File: config.mk
export PLATFORM = sky130hd
export DESIGN_NAME = spi_reg_bank
export DESIGN_NICKNAME = d
export VERILOG_FILES = /design/src/rtl/spi_reg_bank_pkg.sv /design/src/rtl/spi_reg_bank_edge_sync.sv /design/src/rtl/spi_reg_bank.sv
export SDC_FILE = /design/constraint.sdc
export NUM_CORES = 1
export LEC_CHECK = 0
export CORE_ASPECT_RATIO = 0.7
export CORE_MARGIN = 2
export CORE_UTILIZATION = 45
export DETAILED_ROUTE_END_ITERATION = 8
export PLACE_DENSITY = 0.76
export SLEW_MARGIN = 20
export SYNTH_ARGS = -nofsm -noshare
export SYNTH_HDL_FRONTEND = slang
export SYNTH_HIERARCHICAL = 1
export SYNTH_SLANG_ARGS = --single-unit
File: constraint.sdc
create_clock -name clk -period 5.08 [get_ports clk]
set_clock_uncertainty 0.2 [all_clocks]
set_input_delay 1.27 -clock clk [delete_from_list [all_inputs] [get_ports clk]]
set_output_delay 1.27 -clock clk [all_outputs]
set_load 0.05 [all_outputs]
File: src/rtl/spi_reg_bank_pkg.sv
// spi_reg_pkg: shared definitions for the spi_reg_bank SPI control-register block.
//   state_e  - frame FSM encoding (IDLE / SHIFT / COMMIT)
//   RW_WRITE - value of the frame's leading R/W bit that requests a write
//   frame_w  - total frame length in bits for a given address/data width
package spi_reg_pkg;

  typedef enum logic [1:0] {
    IDLE   = 2'd0,
    SHIFT  = 2'd1,
    COMMIT = 2'd2
  } state_e;

  localparam logic RW_WRITE = 1'b1;

  // One R/W bit, then address, then data.
  function automatic int unsigned frame_w(input int unsigned addr_w, input int unsigned data_w);
    return 1 + addr_w + data_w;
  endfunction

endpackage

File: src/rtl/spi_reg_bank_edge_sync.sv
// spi_edge_sync: two-flop synchroniser for an asynchronous input plus one
// history flop for edge detection.
//   clk, rst_n : system clock, async active-low reset
//   din        : asynchronous input
//   sync       : synchronised level
//   rise_c     : one-clk pulse on a synchronised 0->1 transition
//   fall_c     : one-clk pulse on a synchronised 1->0 transition
// RST_VAL is the idle level of the input so no false edge appears after reset.
module spi_edge_sync #(
  parameter logic RST_VAL = 1'b0
) (
  input  logic clk,
  input  logic rst_n,
  input  logic din,
  output logic sync,
  output logic rise_c,
  output logic fall_c
);

  logic meta_q, meta_d;
  logic sync_q, sync_d;
  logic prev_q, prev_d;

  // Synchroniser chain and edge-history flop.
  always_comb begin
    meta_d = din;
    sync_d = meta_q;
    prev_d = sync_q;
  end

  always_ff @(posedge clk or negedge rst_n) begin
    if (!rst_n) begin
      meta_q <= RST_VAL;
      sync_q <= RST_VAL;
      prev_q <= RST_VAL;
    end else begin
      meta_q <= meta_d;
      sync_q <= sync_d;
      prev_q <= prev_d;
    end
  end

  assign sync   = sync_q;
  assign rise_c = sync_q & ~prev_q;
  assign fall_c = ~sync_q & prev_q;

endmodule

File: src/rtl/spi_reg_bank.sv
// spi_reg_bank: SPI mode-0 peripheral holding NUM_REGS control registers of
// DATA_W bits, all logic in the clk domain.
//   clk, rst_n         : system clock, async active-low reset
//   sclk, copi, ncs    : SPI pins from the controller (asynchronous)
//   cipo, cipo_oe      : read-back data and its output enable
//   regs               : flattened registers, reg k at [k*DATA_W +: DATA_W]
//   wr_strobe          : one-clk pulse per register on the cycle it updates
//   frame_err          : one-clk pulse when a frame is rejected
// Frame: R/W bit (1 = write), ADDR_W address bits, DATA_W data bits, MSB first.
// Only frames of exactly FRAME_W bits are accepted. f_clk must be >= 8 x f_sclk.
// Optional macro SPI_READBACK_EN: read frames return regs[addr] on cipo;
// without it cipo and cipo_oe are tied low.
module spi_reg_bank
  import spi_reg_pkg::*;
#(
  parameter int unsigned NUM_REGS = 5,
  parameter int unsigned DATA_W   = 8,
  parameter int unsigned ADDR_W   = 7
) (
  input  logic                         clk,
  input  logic                         rst_n,
  input  logic                         sclk,
  input  logic                         copi,
  input  logic                         ncs,
  output logic                         cipo,
  output logic                         cipo_oe,
  output logic [NUM_REGS*DATA_W-1:0]   regs,
  output logic [NUM_REGS-1:0]          wr_strobe,
  output logic                         frame_err
);

  localparam int unsigned FRAME_W = frame_w(ADDR_W, DATA_W);
  localparam int unsigned CNT_W   = $clog2(FRAME_W + 2);
  localparam int unsigned REGS_W  = NUM_REGS * DATA_W;
  localparam logic [CNT_W-1:0] CNT_FULL = CNT_W'(FRAME_W);
  localparam logic [CNT_W-1:0] CNT_OVF  = CNT_W'(FRAME_W + 1);

  logic sclk_rise_c, sclk_fall_c, sclk_sync_unused;
  logic ncs_rise_c, ncs_fall_c, ncs_sync;
  logic copi_sync, copi_rise_unused, copi_fall_unused;

  spi_edge_sync #(.RST_VAL(1'b0)) u_sclk_sync (
    .clk    (clk),
    .rst_n  (rst_n),
    .din    (sclk),
    .sync   (sclk_sync_unused),
    .rise_c (sclk_rise_c),
    .fall_c (sclk_fall_c)
  );

  spi_edge_sync #(.RST_VAL(1'b1)) u_ncs_sync (
    .clk    (clk),
    .rst_n  (rst_n),
    .din    (ncs),
    .sync   (ncs_sync),
    .rise_c (ncs_rise_c),
    .fall_c (ncs_fall_c)
  );

  spi_edge_sync #(.RST_VAL(1'b0)) u_copi_sync (
    .clk    (clk),
    .rst_n  (rst_n),
    .din    (copi),
    .sync   (copi_sync),
    .rise_c (copi_rise_unused),
    .fall_c (copi_fall_unused)
  );

  state_e                 state_q, state_d;
  logic [CNT_W-1:0]       bit_cnt_q, bit_cnt_d;
  logic [FRAME_W-1:0]     shift_q, shift_d;
  logic [REGS_W-1:0]      regs_q, regs_d;
  logic [NUM_REGS-1:0]    wr_strobe_q, wr_strobe_d;
  logic                   frame_err_q, frame_err_d;

  logic                   cmd_rw;
  logic [ADDR_W-1:0]      cmd_addr;
  logic [DATA_W-1:0]      cmd_data;
  logic [NUM_REGS-1:0]    addr_sel;

  assign cmd_rw   = shift_q[FRAME_W-1];
  assign cmd_addr = shift_q[FRAME_W-2 -: ADDR_W];
  assign cmd_data = shift_q[DATA_W-1:0];

  // One-hot decode of the captured address; all-zero means out of range.
  always_comb begin
    addr_sel = '0;
    for (int unsigned k = 0; k < NUM_REGS; k++) begin
      addr_sel[k] = (ADDR_W'(k) == cmd_addr);
    end
  end

  // Frame FSM: capture in SHIFT, validate and apply in the single COMMIT cycle.
  always_comb begin
    state_d     = state_q;
    bit_cnt_d   = bit_cnt_q;
    shift_d     = shift_q;
    regs_d      = regs_q;
    wr_strobe_d = '0;
    frame_err_d = 1'b0;
    unique case (state_q)
      IDLE: begin
        if (ncs_fall_c) begin
          bit_cnt_d = '0;
          shift_d   = '0;
          state_d   = SHIFT;
        end
      end
      SHIFT: begin
        if (sclk_rise_c) begin
          shift_d = {shift_q[FRAME_W-2:0], copi_sync};
          // Saturating count: CNT_OVF flags any frame longer than FRAME_W.
          if (bit_cnt_q != CNT_OVF) begin
            bit_cnt_d = bit_cnt_q + CNT_W'(1);
          end
        end
        if (ncs_rise_c) begin
          state_d = COMMIT;
        end
      end
      COMMIT: begin
        state_d = IDLE;
        if (bit_cnt_q != CNT_FULL) begin
          frame_err_d = 1'b1;
        end else if (cmd_rw == RW_WRITE) begin
          if (addr_sel == '0) begin
            frame_err_d = 1'b1;
          end else begin
            wr_strobe_d = addr_sel;
            for (int unsigned k = 0; k < NUM_REGS; k++) begin
              if (addr_sel[k]) begin
                regs_d[k*DATA_W +: DATA_W] = cmd_data;
              end
            end
          end
        end
      end
      default: begin
        state_d = IDLE;
      end
    endcase
  end

  always_ff @(posedge clk or negedge rst_n) begin
    if (!rst_n) begin
      state_q     <= IDLE;
      bit_cnt_q   <= '0;
      shift_q     <= '0;
      regs_q      <= '0;
      wr_strobe_q <= '0;
      frame_err_q <= 1'b0;
    end else begin
      state_q     <= state_d;
      bit_cnt_q   <= bit_cnt_d;
      shift_q     <= shift_d;
      regs_q      <= regs_d;
      wr_strobe_q <= wr_strobe_d;
      frame_err_q <= frame_err_d;
    end
  end

  assign regs      = regs_q;
  assign wr_strobe = wr_strobe_q;
  assign frame_err = frame_err_q;

`ifdef SPI_READBACK_EN
  logic [DATA_W-1:0] out_shift_q, out_shift_d;
  logic [DATA_W-1:0] rd_data;
  logic [ADDR_W-1:0] rd_addr;

  // Address is complete in shift_d on the rise that captures its last bit.
  assign rd_addr = shift_d[ADDR_W-1:0];

  always_comb begin
    rd_data = '0;
    for (int unsigned k = 0; k < NUM_REGS; k++) begin
      if (ADDR_W'(k) == rd_addr) begin
        rd_data = regs_q[k*DATA_W +: DATA_W];
      end
    end
  end

  // Load on the last address bit of a read; the fall right after that rise is
  // skipped so the MSB is still present for the controller's next rising edge.
  always_comb begin
    out_shift_d = out_shift_q;
    if (state_q != SHIFT) begin
      out_shift_d = '0;
    end else if (sclk_rise_c && (bit_cnt_q == CNT_W'(ADDR_W))) begin
      out_shift_d = (shift_d[ADDR_W] == RW_WRITE) ? '0 : rd_data;
    end else if (sclk_fall_c && (bit_cnt_q > CNT_W'(ADDR_W + 1))) begin
      out_shift_d = {out_shift_q[DATA_W-2:0], 1'b0};
    end
  end

  always_ff @(posedge clk or negedge rst_n) begin
    if (!rst_n) begin
      out_shift_q <= '0;
    end else begin
      out_shift_q <= out_shift_d;
    end
  end

  assign cipo    = out_shift_q[DATA_W-1];
  assign cipo_oe = ~ncs_sync;
`else
  logic ncs_sync_unused;
  assign ncs_sync_unused = ncs_sync;
  assign cipo            = 1'b0;
  assign cipo_oe         = 1'b0;
`endif

endmodule

Yosys cells after proc, flatten, opt, wreduce, memory -nomap -nowiden
Index checks and enable logic that the tools add are counted.

Bitwise operators: 8. Reduce and logical (&&, ||, !) cells: 12. Multiplexer cells: 18. Eq/ne operators: 12. Add/sub/neg operators: 1.

Operators with widths (count): $mux W5 (7); $mux W16 (2); $pmux W16 S2 (1); $reduce_and A5 Y1 (5); $eq A2 B7 Y1 const A (2); $ne A5 B5 Y1 const B (2); $pmux W5 S2 (1); $ne A2 B2 Y1 const B (4); $eq A1 B7 Y1 const A (1); $eq A3 B7 Y1 const A (1); $logic_not A7 Y1 (1); $add A5 B1 Y5 const B (1); $logic_not A5 Y1 (1); $not A1 Y1 (5); $mux W1 (4); $mux W2 (2); $pmux W2 S2 (1); $reduce_and A4 Y1 (1); $and A1 B1 Y1 (3); $reduce_and A3 Y1 (1); $eq A2 B1 Y1 const B (1); $eq A2 B2 Y1 const B (1); $logic_not A2 Y1 (1); $reduce_and A2 Y1 (1); $reduce_bool A2 Y1 (1).

Flip-flop bits (word level): 77. Input bits: 5. Output and inout bits: 48.

Longest topological paths before layout
Depth after elaboration: 6. Gate-level depth with buffers: 6.

Modules after synthesis
Netlist, hierarchy kept.

Modules (own cells, without submodules): spi_reg_bank (area an instance 2810.2 um^2, sequential area each 1726.7 um^2, times used 1, cells an instance 191); spi_edge_sync at u_copi_sync ... (area an instance 90.1 um^2, sequential area each 75.1 um^2, times used 2, cells an instance 5); spi_edge_sync at u_ncs_sync (area an instance 93.8 um^2, sequential area each 78.8 um^2, times used 1, cells an instance 5).

Worst setup path after synthesis
Ideal clock, no wire load.

Path kind: reg2out. Start point: register regs_q[0], in the netlist regs[0]. End point: output regs[0]. Data arrival time: 597 ps. Setup slack: 3013 ps. Cell stages (with the launch flop): 1. Path buffers: 0. Path through: dfrtp_1.

RTL lines: start, declared (line spi_reg_bank.sv:72) `logic [REGS_W-1:0] regs_q, regs_d;`; start signal, assigned (line spi_reg_bank.sv:156) `regs_q <= regs_d;`; end, declared (line spi_reg_bank.sv:27) `output logic [NUM_REGS*DATA_W-1:0] regs,`.

No word-level cell between the ends.

Worst setup path after layout
Start point: register regs_q[17], in the netlist regs[17]. End point: output regs[17].

No word-level cell between the ends.

==> impl_metrics.py <==
metrics = {
    "run_status": {
        "status": "finished clean",
    },
    "power": {
        "finalPower_w": 0.00122,
        "p_int_w": 0.000914,
        "powerDensity_nw_per_um2": 321,
        "seqPwrFrac_pct": 55.4,
        "vdd_ir_drop_max_uv": 166,
        "pwr-share-clk_pct": 37.1,
        "power_switching_w": 0.000307,
        "p_leak_nw": 1.89,
        "power_frac_comb_pct": 7.5,
        "switching_share_pct": 25.1,
    },
    "setup_path": {
        "cp.depth": 1,
        "startpoint_type": "flip-flop",
        "rr_worst_depth": 3,
        "path_class": "flip-flop to primary output",
        "rr_startpoint": "state_q[0]$_DFFE_PN0P_",
        "crit_required_ns": 3.61,
        "critical_path_buf_inv_count": 1,
        "cp_top_family": "buffers and inverters",
        "endpoint_kind": "primary output",
        "startpoint": "regs[17]$_DFFE_PN0P_",
        "path_max_fanout": 2,
        "critPathSlowestCell": "clkdlybuf4s50_1",
        "crit_chain": "clkdlybuf4s50_1",
        "arrival_ns": 1.52,
        "slowest_delay_ns": 0.83,
    },
    "layout": {
        "nets": 264,
        "area_growth_pct": 25.4,
        "diodes": 0,
        "drive_above_1_share_pct": 26.8,
    },
    "sta": {
        "rsz0062_at_grt": "false",
        "setup_viol": 0,
        "finalSetupTns_ns": 0,
        "hold_violations": 0,
        "fin_ws_ns": 2.09,
        "min_period_ns": 2.99,
        "worst_pin_slew_ns": 0.940,
        "slew_headroom_pct": 37.3,
        "fmax_mhz": 334,
        "min_period_over_period_pct": 59.0,
        "slew_violations": 0,
    },
    "cts": {
        "clockBufferDepth": 2,
        "clk_pin_slew_ns": 0.07,
        "htreeDepth": 3,
        "cts_tree": "built",
        "cts.repair.resized": 0,
        "post-cts-setup-buffers": 0,
        "cts_sinks": 77,
        "worst_skew_pair.late_latency_ns": 0.34,
        "cts-hold-fix-buffers": 0,
        "cts_buffers": 9,
        "root_buffer": "clkbuf_8",
    },
    "worst_hold_path": {
        "hold_start": "u_copi_sync/meta_q$_DFF_PN0_",
        "hold_path_depth": 0,
        "min_path_type": "flip-flop to flip-flop",
    },
    "floorplan": {
        "fp-row-count": 24,
        "dieArea_sq_um": 7430,
        "start_util_pct": 47.7,
        "core_area_sq_um": 6370,
        "num_io_pins": 53,
        "die_h_microns": 72.7,
        "dieWidth_microns": 102,
    },
    "route": {
        "vias": 1883,
        "wl_microns": 5900,
        "ant_nets": 0,
        "wire_per_inst_microns": 16.8,
        "drt_iter0_markers": 103,
        "via_per_inst": 5.35,
        "drt_pass1_iterations": 4,
        "drc_errors": 0,
    },
    "grt": {
        "grt_pass1_wl_microns": 9670,
        "grt_max_degree": 78,
        "grt_overflow": 0,
        "grt_usage_pct": 17.8,
        "antenna_found_initial": 0,
        "grt_pass1_vias": 1828,
    },
    "placed_design": {
        "pre_cts_slack_ns": 2.46,
        "globalplace.congestion": 0.753,
        "port_buffers": 50,
        "dp_hpwl_microns": 3770,
    },
    "logic_synthesis": {
        "avgSynthCellArea_sq_um": 15.0,
        "mappedNetlistArea_sq_um": 3040,
        "yosysWarnings": 6,
        "syn_inst": 202,
    },
    "job": {
        "max_cap_violations": 0,
    },
}
## path summary, 6_finish.rpt
check	end	slack (ns)
hold reg to reg	u_copi_sync/sync$_DFF_PN0_	0.15
hold / removal	u_copi_sync/sync$_DFF_PN0_	0.15
min in group asynchronous	regs[0]$_DFFE_PN0P_	0.87
setup / recovery	regs[17]	2.09
max in group asynchronous	regs[37]$_DFFE_PN0P_	3.21
setup reg to reg	bit_cnt_q[4]$_DFFE_PN0P_	2.71
## layout by cell type (no fill, tap or decap), drive strengths merged, types with 3 or more instances in the layout
| cell type | n |
|---|---|
| dfrtp | 74 |
| clkdlybuf4s50 | 49 |
| mux2 | 41 |
| a22o | 16 |
| clkbuf | 12 |
| inv | 8 |
| nand4 | 5 |
| and3b | 4 |
| nor3b | 4 |
| ha | 3 |
| dfstp | 3 |
## through the flow
stage | area, sq um | hold slack (ns) | cells | util [%]
4_1_cts | 3800 | 0.154 | 352 | 59.8
3_3_place_gp | 3610 | 0.133 | 336 | 56.7
2_1_floorplan | 3040 | 0.131 | 203 | -
6_report | 3810 | 0.153 | 352 | 59.8
5_1_grt | 3810 | 0.160 | 352 | 59.8
3_5_place_dp | 3610 | 0.136 | 336 | 56.7
## registers in the layout (all words and copies together), names as in the netlist
| name | flops |
|---|---|
| regs | 40 |
| shift_q | 16 |
| bit_cnt_q | 5 |
| wr_strobe | 5 |
| state_q | 2 |
| frame_err | 1 |
| u_copi_sync/meta_q | 1 |
| u_copi_sync/sync | 1 |
| u_ncs_sync/meta_q | 1 |
| u_ncs_sync/prev_q | 1 |
| u_ncs_sync/sync | 1 |
| u_sclk_sync/meta_q | 1 |
| u_sclk_sync/prev_q | 1 |
| u_sclk_sync/sync | 1 |
## metal layers
metal,GRT usage [%],routed length (microns),vias up
met5,0,0,-
met4,7.56,104,0
met3,7.18,425,11
met2,24.3,2580,75
met1,25.2,2790,954
li1,-,-,843
## cell type report
| class | instances | area (sq um) |
|---|---|---|
| Clock inverter | 4 | 47.5 |
| Inverter | 8 | 30.0 |
| Fill cell | 518 | 2560 |
| Multi-Input combinational cell | 109 | 1030 |
| Timing Repair Buffer | 51 | 505 |
| Sequential cell | 77 | 1930 |
| Tap cell | 91 | 114 |
| Clock buffer | 12 | 145 |
## power groups by stage
| stage | combinational (W) | sequential [W] | clock [W] |
|---|---|---|---|
| 2_1_floorplan | 0.0000696 | 0.000672 | 0 |
| 3_3_place_gp | 0.0000878 | 0.000687 | 0 |
| 3_5_place_dp | 0.0000918 | 0.000688 | 0 |
| 4_1_cts | 0.0000916 | 0.000676 | 0.000464 |
| 5_1_grt | 0.000102 | 0.000683 | 0.000490 |
| 6_report | 0.0000911 | 0.000676 | 0.000453 |
Note: power is estimated with default switching activity, not from simulation.
==> RTL edit 1: new RTL, same settings <==
Take the reset off `shift_q` and load it in a clocked block of its own.
--- a/src/rtl/spi_reg_bank.sv
+++ b/src/rtl/spi_reg_bank.sv
@@ -145,18 +145,20 @@
     if (!rst_n) begin
       state_q     <= IDLE;
       bit_cnt_q   <= '0;
-      shift_q     <= '0;
       regs_q      <= '0;
       wr_strobe_q <= '0;
       frame_err_q <= 1'b0;
     end else begin
       state_q     <= state_d;
       bit_cnt_q   <= bit_cnt_d;
-      shift_q     <= shift_d;
       regs_q      <= regs_d;
       wr_strobe_q <= wr_strobe_d;
       frame_err_q <= frame_err_d;
     end
+  end
+
+  always_ff @(posedge clk) begin
+    shift_q <= shift_d;
   end
 
   assign regs      = regs_q;
Function: no difference found for any inputs over 10 cycles, from zero or initial values and one cycle with rst_n low; that may be too few to reach the edited logic, so the function may still have changed.
==> RTL edit 1 against the original RTL <==
Power decreased by 1.2%; sequential cell count stayed put; worst setup slack worse by 0.027 ns; sequential power is 5.2% higher; largest cell class unchanged; via count down 8.1%; hold slack better by 0.00071 ns; die area is 0.28% lower; synthesized cell count is 3.0% lower; cell area shrank 0.49%; routed wire length fell by 2.2%; first-iteration DRC count is 13% higher; final cell count decreased by 0.57%; utilization fell by 0.29 points; synthesized area down 0.29%.
==> RTL edit 1: results (changes against the original RTL) <==
* All-layer global routing usage at 17.7% (was 17.8%)
* Initial DRC Count at 116 (was 103)
* Leakage at 1.75 nW (was 1.89 nW)
* Final Wtd Congestion at 0.721 (was 0.753)
* Total number of vias at 1731 (was 1883)
* Crit Path Max Fanout at 2 (unchanged)
* Worst skew pair latency at 0.34 ns (about the same)
* Port Buffers at 50 (unchanged)
* Fin nets at 262 (was 264)
* Peak supply drop at 170 uV (was 166 uV)
* Maximum clock path buffer count at 2 (unchanged)
* Crit-path slowest cell: clkdlybuf4s50_1 (unchanged)
* Slew headroom at 41.5% (was 37.3%)
* Post-CTS Resized at 0 (unchanged)
* First-pass GRT wire length at 9560 um (was 9670 um)
* CTS sink cnt at 77 (unchanged)
* Placed inst area at 0.00363 mm^2 (was 0.00361 mm^2)
* Detailed placement HPWL at 3820 um (was 3770 um)
* Vias in the first global route at 1815 (was 1828)
* CTS Buf Count at 9 (unchanged)
* Clk slew on worst S/H paths at 0.07 ns (about the same)
* Status: completed (unchanged)
* # fillers at 520 (was 518)
* Hold Crit Class: flop to flop (unchanged)
* Initial antenna violation count at 0 (unchanged)
* Critical path's largest stage delay at 0.82 ns
* Yosys Warn Count at 6 (unchanged)
* Max reg flops at 40 (unchanged)
* Worst EP arrival at 1.55 ns (was 1.52 ns)
* Routed Wire Length at 5770 um (was 5900 um)
* DRT Pass-1 Iters at 4 (unchanged)
* CP top delay family: buffers and inverters (unchanged)
* N_diodes at 0 (unchanged)
* Root buf cell: clkbuf_8 (unchanged)
* Pin count of the biggest net entering global routing at 36 (was 78)
* Setup Fix Bufs, Post-CTS at 0 (unchanged)
* Htree depth at 3 (unchanged)
* Share of layout cells above drive strength 1 at 26.6% (was 26.8%)
==> RTL edit 1: cell count changes in the layout (fill, tap and decap cells not counted), moves of 2 or more <==
cell      before  now
edfxtp_1       0   16
or4_1          1    3
nand2_1        2    4
nand3b_1       2    0
and3b_1        4    2
a21boi_0       0    3
clkinv_1       0    2
nor4bb_1       2    0
and2_1         0   17
dfrtp_1       74   58
a22o_1        16    0
==> RTL edit 1: area by class of cell <==
type | instances | area, um^2 | share of cell area [%]
multi-input cells | 107 | 970 | 25.6
well taps | 91 | 114 | 3.01
flip-flops and latches | 77 | 2010 | 53.1
clock buffers | 11 | 131 | 3.47
clock inverters | 5 | 26.3 | 0.694
repair buffers | 52 | 510 | 13.5
inverters | 7 | 26.3 | 0.694
==> RTL edit 1: worst paths after layout <==
check,startpoint,to,slack [ns],cells after the start
max,regs[25]$_DFFE_PN0P_,regs[25],2.06,1
min,u_copi_sync/meta_q$_DFF_PN0_,u_copi_sync/sync$_DFF_PN0_,0.15,0
max reg2reg,bit_cnt_q[0]$_DFFE_PN0P_,regs[18]$_DFFE_PN0P_,2.32,5
min reg2reg,u_copi_sync/meta_q$_DFF_PN0_,u_copi_sync/sync$_DFF_PN0_,0.15,0
max in group asynchronous,rst_n,regs[1]$_DFFE_PN0P_,2.99,2
min in group asynchronous,rst_n,regs[11]$_DFFE_PN0P_,0.81,1
==> RTL edit 1: per-layer routing <==
layer | global-route usage [%] | wire length, um | up-vias
met5 | 0 | 0 | -
met4 | 4.89 | 66 | 0
met3 | 6.51 | 321 | 8
met2 | 25.2 | 2520 | 45
met1 | 25.9 | 2870 | 867
li1 | - | - | 811
==> RTL edit 1: power by group <==
group	total [mW]	switching (mW)	internal, mW
logic	0.111	0.0673	0.0436
clock network	0.383	0.209	0.174
registers	0.711	0.0373	0.674
==> RTL edit 1: per-stage QoR <==
stage,setup WS (ns),cells,total power [mW],hold slack (ns),util [%]
after floorplan,2.98,197,0.789,0.131,-
after global placement,2.03,334,0.827,0.133,56.9
after global routing,2.01,350,1.27,0.164,59.5
after detailed placement,2.29,334,0.835,0.141,57.0
final,2.06,350,1.21,0.154,59.5
after CTS,2.04,350,1.22,0.157,59.5
==> RTL edit 2: new RTL, same flow settings <==
Made on the original files. Add a define of `SPI_READBACK_EN`.
--- a/src/rtl/spi_reg_bank.sv
+++ b/src/rtl/spi_reg_bank.sv
@@ -10,6 +10,8 @@
 // Only frames of exactly FRAME_W bits are accepted. f_clk must be >= 8 x f_sclk.
 // Optional macro SPI_READBACK_EN: read frames return regs[addr] on cipo;
 // without it cipo and cipo_oe are tied low.
+`define SPI_READBACK_EN
+
 module spi_reg_bank
   import spi_reg_pkg::*;
 #(
Function: changed (Yosys sat finds a counterexample within 4 cycles, from zero or initial values and one cycle with rst_n low).
==> RTL edit 2 against the original RTL <==
Final cell count rose by 57%; routed wire length rose by 75%; cell area rose by 33%; worst setup slack got worse by 0.55 ns; power rose by 51%; hold slack improved by 0.0028 ns; die area rose by 35%; combinational power rose to 4.3 times the old value; fmax fell by 15%; synthesized area rose by 37%; sequential cell count rose by 8; non-clock buffer count rose by 4; critical path depth rose by 6; highest routed layer unchanged.
==> RTL edit 2: results (changes against the original RTL) <==
* Post-Syn Area per Cell at 10.9 um^2 (was 15.0 um^2)
* Worst reg2reg path depth at 7 (was 3)
* DP Worst Slack at 1.41 ns (was 2.46 ns)
* Status: completed (unchanged)
* Non-clk bufs at 55 (was 51)
* Total number of vias at 3289 (was 1883)
* Switching pwr at 0.641 mW (was 0.307 mW)
* Net Sw Frac at 34.9% (was 25.1%)
* Fraction of area in non-clock buffers at 10.8% (was 13.3%)
* Placed inst area at 0.00475 mm^2 (was 0.00361 mm^2)
* Met1 WL at 4970 um (was 2790 um)
* Layout Cells excl Fill at 553 (was 352)
* Leakage at 2.24 nW (was 1.89 nW)
* Multi-input gate area at 0.00189 mm^2 (was 0.00103 mm^2)
* DP Cell Count at 537 (was 336)
* Grt met2 use at 30.3% (was 24.3%)
* Crit Path Max Fanout at 24 (was 2)
* Vias in the first global route at 3064 (was 1828)
* All-layer global routing usage at 21.4% (was 17.8%)
* Multi-input gates at 263 (was 109)
* Met2 wire len at 4520 um (was 2580 um)
* Worst EP arrival at 3.60 ns (was 1.52 ns)
* Routing usage on met3 at 5.98% (was 7.18%)
* Peak supply drop at 208 uV (was 166 uV)
* Share of layout cells above drive strength 1 at 16.6% (was 26.8%)
* Root buf cell: clkbuf_16 (was clkbuf_8)
* Met1 Use GR at 32.9% (was 25.2%)
* Clk pwr share at 35.0% (was 37.1%)
* Initial DRC Count at 381 (was 103)
* Clock-cell share at 5.89% (was 5.06%)
* CTS sink cnt at 85 (was 77)
* Met3 WL at 760 um (was 425 um)
* Detailed placement HPWL at 7100 um (was 3770 um)
* Reg power frac at 43.7% (was 55.4%)
* Invs w/o clock at 10 (was 8)
* Seq/total area at 42.2% (was 50.7%)
* Final Wtd Congestion at 0.948 (was 0.753)
* Port Buffers at 52 (was 50)
* Pin count of the biggest net entering global routing at 86 (was 78)
## RTL edit 2: final timing paths
path | startpoint | endpoint | slack, ns
worst min register to register | u_ncs_sync/meta_q$_DFF_PN1_ | u_ncs_sync/sync$_DFF_PN1_ | 0.16
worst min-delay path | u_ncs_sync/meta_q$_DFF_PN1_ | u_ncs_sync/sync$_DFF_PN1_ | 0.16
worst max register to register | state_q[0]$_DFFE_PN0P_ | out_shift_q[0]$_DFFE_PN0P_ | 1.54
worst max-delay path | state_q[0]$_DFFE_PN0P_ | out_shift_q[0]$_DFFE_PN0P_ | 1.54
max in group asynchronous | rst_n | regs[37]$_DFFE_PN0P_ | 3.41
min in group asynchronous | rst_n | u_sclk_sync/meta_q$_DFF_PN0_ | 0.78
## RTL edit 2: critical path, cell delays in order (launching register included)
cell	delay, ns
dfrtp_1	0.87
o21bai_4	0.21
a221oi_4	0.72
inv_2	0.22
nor3_2	0.49
nand2_1	0.33
and2_1	0.25
a32oi_1	0.17
